File: src/rtl/uart_frame_rx.sv
// -----------------------------------------------------------------------------
// uart_frame_rx
//
// Byte-stream framer between the UART receive FIFO and the control block.
// Pops raw bytes from the FIFO and hunts for frames of the form
//     SYNC_BYTE, LEN, LEN payload bytes, CHK
// The payload is buffered internally and released on a valid/ready stream
// only after the check byte has matched. Bad, oversized or stalled frames
// are dropped and counted; nothing from a dropped frame ever reaches o_data.
//
// Optional feature (compile-time macro UART_FRAME_CRC8_EN):
//   undefined : CHK is the 8-bit XOR of all payload bytes.
//   defined   : CHK is CRC-8 over the payload (poly 0x07, init 0x00, MSB
//               first, no reflection, no final XOR), one byte per pop.
//   Ports and timing are identical in both builds.
//
// Ports:
//   i_clk        system clock
//   i_rst        synchronous active-high reset
//   i_data       head byte of the UART RX FIFO
//   i_rx_ready   UART RX FIFO holds a byte
//   o_req        pop strobe to the UART RX FIFO (byte captured same cycle)
//   o_data       payload byte to control
//   o_valid      o_data valid
//   o_last       final payload byte of the frame
//   i_ready      control accepts o_data
//   o_frame_ok   1-cycle pulse, good frame accepted
//   o_frame_err  1-cycle pulse, frame dropped
//   o_err_count  saturating dropped-frame counter
//
// Handshakes:
//   FIFO side : a byte is consumed on every cycle with o_req=1; i_data is
//               sampled on that same edge. o_req is never high two cycles
//               in a row, so the FIFO has a full cycle to present its next
//               head byte.
//   Out side  : a payload byte transfers on every edge with
//               o_valid=1 && i_ready=1. While o_valid=1 and i_ready=0,
//               o_data and o_last hold their value; o_valid never drops
//               before the transfer completes (except on i_rst).
//
// The FSM state is kept in the signal `state` (S_* encodings below).
// -----------------------------------------------------------------------------
module uart_frame_rx #(
    parameter logic [7:0] SYNC_BYTE      = 8'hA5,
    parameter int         MAX_LEN        = 64,
    parameter int         TIMEOUT_CYCLES = 50000
) (
    input  logic       i_clk,
    input  logic       i_rst,
    input  logic [7:0] i_data,
    input  logic       i_rx_ready,
    output logic       o_req,
    output logic [7:0] o_data,
    output logic       o_valid,
    output logic       o_last,
    input  logic       i_ready,
    output logic       o_frame_ok,
    output logic       o_frame_err,
    output logic [7:0] o_err_count
);

    // -------------------------------------------------------------------------
    // Derived constants
    // -------------------------------------------------------------------------
    localparam int            AW        = (MAX_LEN > 1) ? $clog2(MAX_LEN) : 1;
    localparam int            TW        = $clog2(TIMEOUT_CYCLES + 1);
    localparam logic [TW-1:0] TMO_LAST  = TW'(TIMEOUT_CYCLES - 1);
    localparam logic [7:0]    MAX_LEN_B = 8'(MAX_LEN);

    // FSM encodings
    localparam logic [2:0] S_HUNT    = 3'd0;
    localparam logic [2:0] S_LEN     = 3'd1;
    localparam logic [2:0] S_PAYLOAD = 3'd2;
    localparam logic [2:0] S_CHK     = 3'd3;
    localparam logic [2:0] S_DRAIN   = 3'd4;

    // -------------------------------------------------------------------------
    // State
    // -------------------------------------------------------------------------
    logic [2:0]    state;
    logic          req_q;         // o_req of the previous cycle
    logic [7:0]    len;           // payload length of the current frame
    logic [7:0]    wptr;          // buffer write pointer (PAYLOAD)
    logic [7:0]    rptr;          // buffer read pointer (DRAIN)
    logic [7:0]    chk;           // running checksum / CRC
    logic [TW-1:0] tmo_cnt;       // idle cycles since the last pop in a frame
    logic          frame_ok_q;
    logic          frame_err_q;
    logic [7:0]    err_count_q;

    logic [7:0]    buf_mem [MAX_LEN];

    // -------------------------------------------------------------------------
    // Checksum step: one payload byte folded into the accumulator.
    // -------------------------------------------------------------------------
    function automatic logic [7:0] chk_step(input logic [7:0] acc,
                                            input logic [7:0] d);
`ifdef UART_FRAME_CRC8_EN
        logic [7:0] r;
        // Byte-wise MSB-first CRC: XOR the byte in, then 8 shift steps.
        r = acc ^ d;
        for (int i = 0; i < 8; i++) begin
            r = r[7] ? ((r << 1) ^ 8'h07) : (r << 1);
        end
        return r;
`else
        return acc ^ d;
`endif
    endfunction

    // -------------------------------------------------------------------------
    // Combinational control
    // -------------------------------------------------------------------------
    logic       pop;
    logic       in_frame;
    logic       len_bad;
    logic       chk_bad;
    logic       tmo_hit;
    logic       err_det;
    logic [7:0] chk_next;
    logic [7:0] len_m1;

    // Pops are blocked while draining and in the cycle right after a pop.
    // Gating with i_rst keeps o_req at 0 while reset is held.
    assign o_req    = !i_rst && i_rx_ready && !req_q && (state != S_DRAIN);
    assign pop      = o_req;

    assign in_frame = (state == S_LEN) || (state == S_PAYLOAD) ||
                      (state == S_CHK);

    assign len_bad  = (i_data == 8'h00) || (i_data > MAX_LEN_B);
    assign chk_bad  = (i_data != chk);
    assign chk_next = chk_step(chk, i_data);
    assign len_m1   = len - 8'd1;

    // A pop in the same cycle as the timeout wins: the frame goes on.
    assign tmo_hit  = in_frame && !pop && (tmo_cnt == TMO_LAST);

    assign err_det  = tmo_hit ||
                      (pop && (state == S_LEN) && len_bad) ||
                      (pop && (state == S_CHK) && chk_bad);

    // -------------------------------------------------------------------------
    // Main FSM, pointers, checksum, timeout and error bookkeeping
    // -------------------------------------------------------------------------
    always_ff @(posedge i_clk) begin
        if (i_rst) begin
            state       <= S_HUNT;
            req_q       <= 1'b0;
            len         <= 8'h00;
            wptr        <= 8'h00;
            rptr        <= 8'h00;
            chk         <= 8'h00;
            tmo_cnt     <= '0;
            frame_ok_q  <= 1'b0;
            frame_err_q <= 1'b0;
            err_count_q <= 8'h00;
        end else begin
            req_q       <= o_req;
            frame_ok_q  <= 1'b0;
            // Error pulse appears in the cycle after detection.
            frame_err_q <= err_det;

            if (err_det && (err_count_q != 8'hFF)) begin
                err_count_q <= err_count_q + 8'd1;
            end

            // Timeout counter only runs between bytes inside a frame.
            if (!in_frame || pop) begin
                tmo_cnt <= '0;
            end else begin
                tmo_cnt <= tmo_cnt + TW'(1);
            end

            if (err_det) begin
                // Partial payload is abandoned; pointers are re-armed on the
                // next good LEN byte, so the stale buffer is never read.
                state <= S_HUNT;
            end else begin
                case (state)
                    S_HUNT: begin
                        // Non-SYNC bytes are dropped silently.
                        if (pop && (i_data == SYNC_BYTE)) begin
                            state <= S_LEN;
                        end
                    end

                    S_LEN: begin
                        // Out-of-range lengths are caught by err_det.
                        if (pop) begin
                            len   <= i_data;
                            wptr  <= 8'h00;
                            chk   <= 8'h00;
                            state <= S_PAYLOAD;
                        end
                    end

                    S_PAYLOAD: begin
                        if (pop) begin
                            chk  <= chk_next;
                            wptr <= wptr + 8'd1;
                            if (wptr == len_m1) begin
                                state <= S_CHK;
                            end
                        end
                    end

                    S_CHK: begin
                        // A mismatching check byte is caught by err_det.
                        if (pop) begin
                            frame_ok_q <= 1'b1;
                            rptr       <= 8'h00;
                            state      <= S_DRAIN;
                        end
                    end

                    S_DRAIN: begin
                        if (i_ready) begin
                            if (rptr == len_m1) begin
                                state <= S_HUNT;
                            end else begin
                                rptr <= rptr + 8'd1;
                            end
                        end
                    end

                    default: begin
                        state <= S_HUNT;
                    end
                endcase
            end
        end
    end

    // -------------------------------------------------------------------------
    // Payload buffer. No reset: contents are only read after a full frame
    // has been written and checked.
    // -------------------------------------------------------------------------
    always_ff @(posedge i_clk) begin
        if (pop && (state == S_PAYLOAD)) begin
            buf_mem[wptr[AW-1:0]] <= i_data;
        end
    end

    // -------------------------------------------------------------------------
    // Output stream. Data and last are forced to 0 outside DRAIN so the
    // idle bus is clean; inside DRAIN they depend only on rptr, which moves
    // solely on a completed transfer, so they hold under backpressure.
    // -------------------------------------------------------------------------
    assign o_valid     = (state == S_DRAIN);
    assign o_data      = o_valid ? buf_mem[rptr[AW-1:0]] : 8'h00;
    assign o_last      = o_valid && (rptr == len_m1);
    assign o_frame_ok  = frame_ok_q;
    assign o_frame_err = frame_err_q;
    assign o_err_count = err_count_q;

endmodule

File: config.mk
export PLATFORM = sky130hd
export DESIGN_NAME = uart_frame_rx
export DESIGN_NICKNAME = d
export VERILOG_FILES = /design/src/rtl/uart_frame_rx.sv
export SDC_FILE = /design/constraint.sdc
export NUM_CORES = 1
export LEC_CHECK = 0
export BUFFER_PORTS_ARGS = -buffer_cell sky130_fd_sc_hd__buf_4
export CAP_MARGIN = 5
export CORE_UTILIZATION = 40
export CTS_BUF_LIST = sky130_fd_sc_hd__clkbuf_8
export CTS_CLUSTER_DIAMETER = 30
export DETAILED_ROUTE_END_ITERATION = 8
export SETUP_SLACK_MARGIN = 0.2
export SLEW_MARGIN = 20
export SYNTH_ARGS = -nofsm -noshare
export SYNTH_HDL_FRONTEND = slang
export SYNTH_SLANG_ARGS = --single-unit
export TNS_END_PERCENT = 30
File: constraint.sdc
create_clock -name i_clk -period 5.1 [get_ports i_clk]
set_input_delay 0.51 -clock i_clk [delete_from_list [all_inputs] [get_ports i_clk]]
set_output_delay 0.51 -clock i_clk [all_outputs]
set_load 0.01 [all_outputs]
==> impl_metrics.yaml, run 1 <==
clock_tree:
  clockBufferDepth: 3
  postCtsSetupBuffers: 0
  clock_sinks: 580
  clk_pin_slew_ns: 0.06
  tritoncts: "built"
  cts_resized: 0
  clockRootBuffer: "clkbuf_8"
  worstSkewPairLatency_ns: 0.71
  cts_hold_buf: 0
  cts_buffers: 114
  cts.htree.levels: 3
critical_path:
  crit_chain: "buf_12 > mux4_2 > mux4_2 > mux2i_1 > o22ai_1 > buf_4"
  slowest_delay_ns: 0.81
  path_class: "register to output pin"
  crit_end: "o_data[6]"
  cp-end-kind: "output pin"
  cpMaxStageDelayCell: "dfxtp_4"
  cp_data_arrival_time_ns: 3.74
  crit-reg2reg-launch: "state[1]"
  critPathMaxFanout: 50
  r2r_cells: 6
  reg2reg_slack_ns: 1.61
  cp.required_ns: 4.59
  reg2reg_to: "buf_mem[43][7]"
  critPathLaunchType: "register"
  crit_top_cell: "mux4_2"
floorplanning:
  start_util: 0.4047
  die_x_um: 243.6
  io_pins: 33
  coreArea_um2: 57700
  die_area_um2: 59350
  die_y_um: 243.6
  num_rows: 88
finish:
  final_cell_mix: "edfxtp_1, mux4_2, nor2_1, clkbuf_8, dfxtp_1"
  drive_gt1_frac: 0.2851
  ff_latch_area_um2: 16750
  nNetsFinal: 1370
  multi_input_area_um2: 6285
  final_common_cell: "edfxtp_1"
  final_cells: 2210
  fillers: 4907
  synthToLayoutAreaGrowth_pct: 15.42
  diodes: 0
sta:
  finalSetupTns_ns: 0
  tightest_slew_ns: 1.103
  slew_violations: 0
  fmax_mhz: 235.5
  final.min_clock_period_ns: 4.245
  hold_viol_final: 0
  setup_viol: 0
  max_slew_margin: 0.2634
  grt_setup_unrepaired: "no"
  holdWs_ns: 0.1512
  post-route-period-util: 0.8324
  clock_skew_ns: 0.05347
synth:
  synthTopCellsByArea: "edfxtp_1, mux4_2, dfxtp_1, nor2_1, xnor2_1"
  yosys.area.top_type_share: 0.6584
  synth_flop_cell: "edfxtp_1"
  netlist_instances: 1253
  synth_edf_count: 512
  synth_top_cell_by_area: "edfxtp_1"
  synth_fp_nets: 1270
  syn_area_um2: 23350
  synth-async-reset-ratio: 0
  synth.avg_cell_area_um2: 18.64
  yosysSeqAreaShare: 0.7167
  synth-seq-cells: 580
  yosys_warnings: 0
  synthDistinctLibCells: 66
drt:
  wire_per_inst_um: 24.90
  drt_wl_total_um: 55030
  drt_first_pass_iters: 4
  drt_iter0_markers: 1121
  vias_per_cell: 5.500
  vias: 12160
  drc_errors: 0
  final_antenna_net_count: 0
run_status:
  status: "completed"
min_path:
  hp-class: "input port to register"
job:
  maxCapViolations: 0
power:
  power-per-cell-area_nw_per_um2: 379.3
  irDropWorstVdd_v: 0.0002341
  p_leak_nw: 8.270
placed_design:
  dp_cells: 2002
  gp_congestion: 0.7776
  io_buffers: 32
  hpwl_um: 33410
global_route:
  grt_max_degree: 72
  grt_pass1_vias: 12370
  overflow: 0
  grt_usage: 0.1895
  grt_pass1_wl_um: 82280
  antenna_found_initial: 0
[critical path, delay by kind of cell, from the launching register on]
kind | cells | cell delay, ns
flip-flops | 1 | 0.81
AO/OA/AOI/OAI | 1 | 0.17
multiplexers | 3 | 1.37
buffers and inverters | 2 | 0.62
[report_power, final]
group | internal, mW | switching [mW] | total (mW)
combinational | 0.0132 | 0.0943 | 0.107
clock | 2.88 | 2.08 | 4.95
sequential | 5.16 | 0.000373 | 5.16
[per-stage QoR]
stage | area (um2) | utilization | setup slack (ns) | total power [mW]
after floorplan | 23350 | - | 2.219 | 5.279
after global placement | 24480 | 0.4242 | 1.382 | 5.368
after detailed placement | 24480 | 0.4242 | 1.308 | 5.372
after CTS | 26950 | 0.4671 | 0.7629 | 10.31
after global routing | 26950 | 0.4671 | 0.6257 | 10.54
final | 26950 | 0.4671 | 0.8546 | 10.22
[registers in the layout, summed over array words and instances, names as in the netlist, named ones only]
name	cells
o_frame_err	1
len	8
o_err_count	8
chk	8
tmo_cnt	16
wptr	8
o_frame_ok	1
buf_mem	512
state	3
rptr	8
req_q	1
[how the worst min path moves through the flow]
stage | cells after the start | end | start | slack, ns
final | 1 | buf_mem[24][4] | i_data[4] | 0.15
after global routing | 1 | buf_mem[24][4] | i_data[4] | 0.09
after CTS | 1 | buf_mem[24][4] | i_data[4] | 0.08
after detailed placement | 1 | tmo_cnt[0] | tmo_cnt[0] | 0.44
after global placement | 1 | tmo_cnt[0] | tmo_cnt[0] | 0.43
after floorplan | 1 | tmo_cnt[0] | tmo_cnt[0] | 0.42
[cell usage after synthesis, types with 3 or more instances]
library cell  number
edfxtp_1         512
mux4_2           160
nor2_1           135
dfxtp_1           68
clkbuf_1          48
xnor2_1           29
nand2_1           27
xor2_1            27
mux2i_1           25
nand3_1           23
nor3_1            18
a21oi_1           14
buf_1             14
nand4_1           13
o21ai_0           12
inv_1             11
nand3b_1          11
buf_2              8
o22ai_1            8
a31oi_1            6
nor4_1             6
a211oi_1           5
ha_1               5
nor2b_1            5
and2_1             4
and3_1             4
nand2b_1           4
a31o_2             3
or2_2              3
or4_1              3
[final cells by class]
class / instances / share of cell area
inverters: 11 / 0.001532
clock buffers: 123 / 0.06281
multi-input cells: 590 / 0.2332
flip-flops and latches: 580 / 0.6214
clock inverters: 85 / 0.02902
well taps: 765 / 0.03552
repair buffers: 56 / 0.01653
[layer usage]
layer / vias to the layer above / wire length, um / global-route usage
met1: 6347 / 24290 / 0.2684
met5: - / 0 / 0
met2: 457 / 25090 / 0.2834
met3: 90 / 4096 / 0.05188
li1: 5262 / - / -
met4: 0 / 1541 / 0.06213
[logic make-up after synthesis]
group | share of synthesized area
AO/OA/AOI/OAI | 0.02111
adder cells (fa/ha/maj) | 0.002679
buffers and inverters | 0.01415
AND/OR/NAND/NOR | 0.05787
multiplexers | 0.1655
XOR/XNOR | 0.02197
flip-flops | 0.7167
No activity file was read; power rests on OpenSTA's default activity.
==> run 2: changes to the inputs <==
clock period = 4.2 ns   (was 5.1 ns; I/O delays follow)
==> run 2 against run 1 <==
Against the previous run:
- flip-flop and latch count unchanged
- hold slack worse by 0.067 ns
- sequential power up 22%
- via count up 1.2%
- cell count up 3.0%
- final area up 2.5%
- non-clock buffer count up 60
- die area unchanged
- critical path depth unchanged
- register-to-register slack worse by 0.55 ns
==> impl_metrics.yaml, run 2 (same netlist as run 1, synthesis figures left out) <==
power:
  p_clk_frac: 0.499
  p_comb_frac: 0.010
  power-per-cell-area_nw_per_um2: 462.2
  irDropWorstVdd_v: 0.0003864
  p_leak_nw: 8.604
  p_int_mw: 10.11
  switching_share: 0.2083
  seqPwrFrac: 0.491
  p_switching_mw: 2.660
finish:
  diodes: 0
  largest_reg_flops: 512
  final_common_cell: "edfxtp_1"
  fillers: 4898
  synthToLayoutAreaGrowth_pct: 18.31
  multi_input_area_um2: 6289
  ff_latch_area_um2: 16740
  drive_gt1_frac: 0.3197
  final_cell_mix: "edfxtp_1, mux4_2, nor2_1, clkbuf_8, buf_4"
  nNetsFinal: 1429
  design_area_um2: 27630
drt:
  drt_wl_total_um: 55040
  vias_per_cell: 5.404
  final_antenna_net_count: 0
  drt_iter0_markers: 1039
  drc_errors: 0
  drt_first_pass_iters: 5
  vias: 12300
  wire_per_inst_um: 24.18
clock_tree:
  clock_sinks: 580
  cts.htree.levels: 3
  cts_buffers: 113
  worstSkewPairLatency_ns: 0.70
  clockBufferDepth: 3
  clk_pin_slew_ns: 0.06
  clockRootBuffer: "clkbuf_8"
  tritoncts: "built"
job:
  maxCapViolations: 0
floorplanning:
  start_util: 0.4047
  coreArea_um2: 57700
  io_pins: 33
  die_x_um: 243.6
  die_y_um: 243.6
  die_area_um2: 59350
  num_rows: 88
critical_path:
  critPathMaxFanout: 35
  cp.required_ns: 3.78
  critPathLaunchType: "register"
  cp_data_arrival_time_ns: 3.51
  cp-end-kind: "output pin"
  path_class: "register to output pin"
sta:
  final.min_clock_period_ns: 3.931
  finalSetupTns_ns: 0
  clock_skew_ns: 0.02822
  post-route-period-util: 0.9360
  max_slew_margin: 0.2590
  setup_viol: 0
  fmax_mhz: 254.4
  tightest_slew_ns: 1.110
  grt_setup_unrepaired: "yes"
  slew_violations: 0
  hold_viol_final: 0
placed_design:
  hpwl_um: 34470
  io_buffers: 32
  placed_cell_area_um2: 24980
  gp_congestion: 0.8131
global_route:
  grt_pass1_vias: 12700
  grt_usage: 0.1903
  grt_max_degree: 70
  overflow: 0
  antenna_found_initial: 1
  grt_pass1_wl_um: 82760
min_path:
  hp-class: "input port to register"
run_status:
  status: "completed"
## run 2: per-layer routing
| layer | wire length, um | up-vias | track usage |
|---|---|---|---|
| met5 | 10 | - | 0 |
| met1 | 23750 | 6451 | 0.2626 |
| met4 | 914 | 2 | 0.04816 |
| met2 | 26660 | 382 | 0.3018 |
| met3 | 3694 | 78 | 0.04825 |
| li1 | - | 5387 | - |
## run 2: worst max-delay path: stages, from the launching register on
cell	delay [ns]
dfxtp_4	0.69
buf_4	0.36
mux4_2	0.39
mux4_2	0.49
mux2i_1	0.51
o22ai_1	0.17
buf_4	0.19
## run 2: area by class of cell
cell class | count | share of cell area
Multi-Input combinational cell | 590 | 0.2276
Inverter | 11 | 0.001495
Clock buffer | 117 | 0.05829
Clock inverter | 97 | 0.03691
Timing Repair Buffer | 116 | 0.03496
Tap cell | 765 | 0.03465
Sequential cell | 580 | 0.6061
## run 2: worst paths after layout
| path | start | to | slack [ns] | cells after the start |
|---|---|---|---|---|
| setup / recovery | register | o_data[6] | 0.27 | 6 |
| hold / removal | i_data[2] | buf_mem[11][2] | 0.08 | 1 |
| setup reg to reg | state[1] | buf_mem[7][2] | 1.06 | 5 |
| hold reg to reg | tmo_cnt[0] | tmo_cnt[0] | 0.45 | 1 |
## run 2: metrics by stage
| stage | power (mW) | util | hold WS (ns) | setup slack, ns | instances |
|---|---|---|---|---|---|
| finish | 12.77 | 0.4789 | 0.08421 | 0.2688 | 2276 |
| CTS | 12.89 | 0.4788 | 0.01455 | 0.2753 | 2276 |
| floorplan | 6.410 | - | 0.4176 | 1.409 | 1253 |
| global route | 13.16 | 0.4789 | 0.04305 | 0.1636 | 2276 |
| detailed placement | 6.524 | 0.4329 | 0.4441 | 0.8853 | 2061 |
| global placement | 6.518 | 0.4329 | 0.4311 | 0.9188 | 2061 |
## run 2: repair_timing
| item | in CTS | in global routing |
|---|---|---|
| gates resized for setup | 0 | 1 |
| endpoints found under the hold margin | 0 | 0 |
| setup endpoints to repair | 3 | 3 |
| setup buffers | 1 | 0 |
| pin swaps | 0 | 0 |
| hold buffers | 0 | 0 |
## run 2: power groups by stage
stage	sequential, mW	combinational (mW)	clock (mW)
floorplan	6.39	0.0206	0
detailed placement	6.39	0.137	0
finish	6.27	0.133	6.37
global route	6.26	0.144	6.75
global placement	6.39	0.131	0
CTS	6.27	0.137	6.49
==> run 3: changes to the inputs <==
SETUP_SLACK_MARGIN = 0.5   (was 0.2)
==> run 3 against run 2 <==
Against the previous run:
- power is essentially flat
- fmax grew 9.2%
- core utilization grew 0.49 points
- cell count grew 0.66%
- register-to-register slack gained 0.02 ns
- first-iteration DRC count shrank 1.3%
- flip-flop and latch count is the same
- hold slack lost 0.0031 ns
- critical path type unchanged
- critical endpoint unchanged
- highest routed layer unchanged
==> impl_metrics.yaml, run 3 (same netlist as run 1, synthesis figures left out) <==
clock_tree:
  clk_pin_slew_ns: 0.06
  cts_buffers: 113
  clock_sinks: 580
  clockBufferDepth: 3
  tritoncts: "built"
  worstSkewPairLatency_ns: 0.70
  cts.htree.levels: 3
  clockRootBuffer: "clkbuf_8"
  cts_hold_buf: 0
floorplanning:
  die_area_um2: 59350
  die_y_um: 243.6
  die_x_um: 243.6
  start_util: 0.4047
  num_rows: 88
  io_pins: 33
  coreArea_um2: 57700
critical_path:
  cp.required_ns: 3.78
  cp-end-kind: "output pin"
  critPathLaunchType: "register"
  critPathMaxFanout: 10
  crit_end: "o_data[6]"
  reg2reg_to: "buf_mem[7][2]"
  slowest_delay_ns: 0.53
  cp_data_arrival_time_ns: 3.18
  crit-reg2reg-launch: "state[1]"
  crit_chain: "buf_12 > buf_4 > mux4_2 > mux4_2 > mux2i_2 > o22ai_1 > buf_4"
  reg2reg_slack_ns: 1.08
  path_class: "register to output pin"
  r2r_cells: 5
  cpMaxStageDelayCell: "mux4_2"
finish:
  final_common_cell: "edfxtp_1"
  nNetsFinal: 1444
  synthToLayoutAreaGrowth_pct: 19.53
  final_cells: 2291
  largest_reg_flops: 512
  drive_gt1_frac: 0.3290
  final_cell_mix: "edfxtp_1, mux4_2, nor2_1, clkbuf_8, buf_4"
  diodes: 0
drt:
  drt_first_pass_iters: 5
  wire_per_inst_um: 24.32
  drc_errors: 0
  vias_per_cell: 5.413
  vias: 12400
  final_antenna_net_count: 0
  drt_iter0_markers: 1025
  drt_wl_total_um: 55710
power:
  p_clk_frac: 0.499
  p_leak_nw: 8.742
  p_comb_frac: 0.010
  power-per-cell-area_nw_per_um2: 457.3
  seqPwrFrac: 0.491
  p_int_mw: 10.11
  p_switching_mw: 2.655
  irDropWorstVdd_v: 0.0003864
  switching_share: 0.2080
placed_design:
  gp_congestion: 0.8131
  dp_cells: 2061
  io_buffers: 32
  hpwl_um: 34470
sta:
  max_slew_margin: 0.2076
  post-route-period-util: 0.8572
  slew_violations: 0
  grt_setup_unrepaired: "yes"
  setup_viol: 0
  finalSetupTns_ns: 0
  clock_skew_ns: 0.02854
  final.min_clock_period_ns: 3.600
  tightest_slew_ns: 1.187
  fmax_mhz: 277.7
  hold_viol_final: 0
global_route:
  grt_pass1_vias: 12730
  grt_pass1_wl_um: 83500
  antenna_found_initial: 1
  overflow: 0
  grt_max_degree: 70
  grt_usage: 0.1922
job:
  maxCapViolations: 0
min_path:
  hp-class: "input port to register"
run_status:
  status: "completed"
run 3: cell count changes in the layout (fill, tap and decap cells not counted), sizes merged:
cell,change
buf,+12
clkbuf,+2
bufbuf,+1
run 3: per-stage QoR:
step	setup slack (ns)	area (um2)	util	hold WS (ns)	power [mW]
floorplan	1.409	23350	-	0.4176	6.410
global placement	0.9188	24980	0.4329	0.4311	6.518
detailed placement	0.8853	24980	0.4329	0.4441	6.524
CTS	0.4511	27760	0.4812	0.01455	12.89
global route	0.4627	27910	0.4838	0.04305	13.16
finish	0.5996	27910	0.4838	0.08114	12.76
run 3: worst min path at each step:
stage	startpoint	cells after the start	end
2_1_floorplan	tmo_cnt[0]	1	tmo_cnt[0]
3_3_place_gp	tmo_cnt[0]	1	tmo_cnt[0]
3_5_place_dp	tmo_cnt[0]	1	tmo_cnt[0]
4_1_cts	i_data[1]	3	chk[1]
5_1_grt	i_data[2]	1	buf_mem[9][2]
6_report	i_data[1]	3	chk[1]
run 3: power by group through the flow:
| stage | combinational, mW | clock (mW) | sequential [mW] |
|---|---|---|---|
| global placement | 0.131 | 0 | 6.39 |
| finish | 0.133 | 6.36 | 6.27 |
| detailed placement | 0.137 | 0 | 6.39 |
| global route | 0.144 | 6.75 | 6.26 |
| CTS | 0.137 | 6.49 | 6.27 |
| floorplan | 0.0206 | 0 | 6.39 |
run 3: cell type report:
class	instances	area [um2]
clock buffers	117	1610
clock inverters	97	1020
fillers	4881	29780
inverters	11	41.29
multi-input cells	590	6304
flip-flops and latches	580	16750
well taps	765	957.2
repair buffers	131	1231
run 3: critical path, delay by kind of cell, from the launching register on:
kind	cells	cell delay (ns)
buffers and inverters	3	0.53
flip-flops	1	0.38
multiplexers	3	1.44
AO/OA/AOI/OAI	1	0.15
run 3: repair_timing:
item | CTS | global route
gates resized for setup | 5 | 4
gates cloned | 1 | 2
setup buffers | 6 | 7
endpoints found under the setup margin | 8 | 8
run 3: routing by layer:
metal	global-route usage	part of all wire	wire length, um	vias to the layer above
li1	-	-	-	5420
met1	0.2670	0.43	23910	6469
met2	0.3024	0.48	26780	433
met3	0.04979	0.073	4081	77
met4	0.04816	0.017	933	2
met5	0	0.00018	10	-
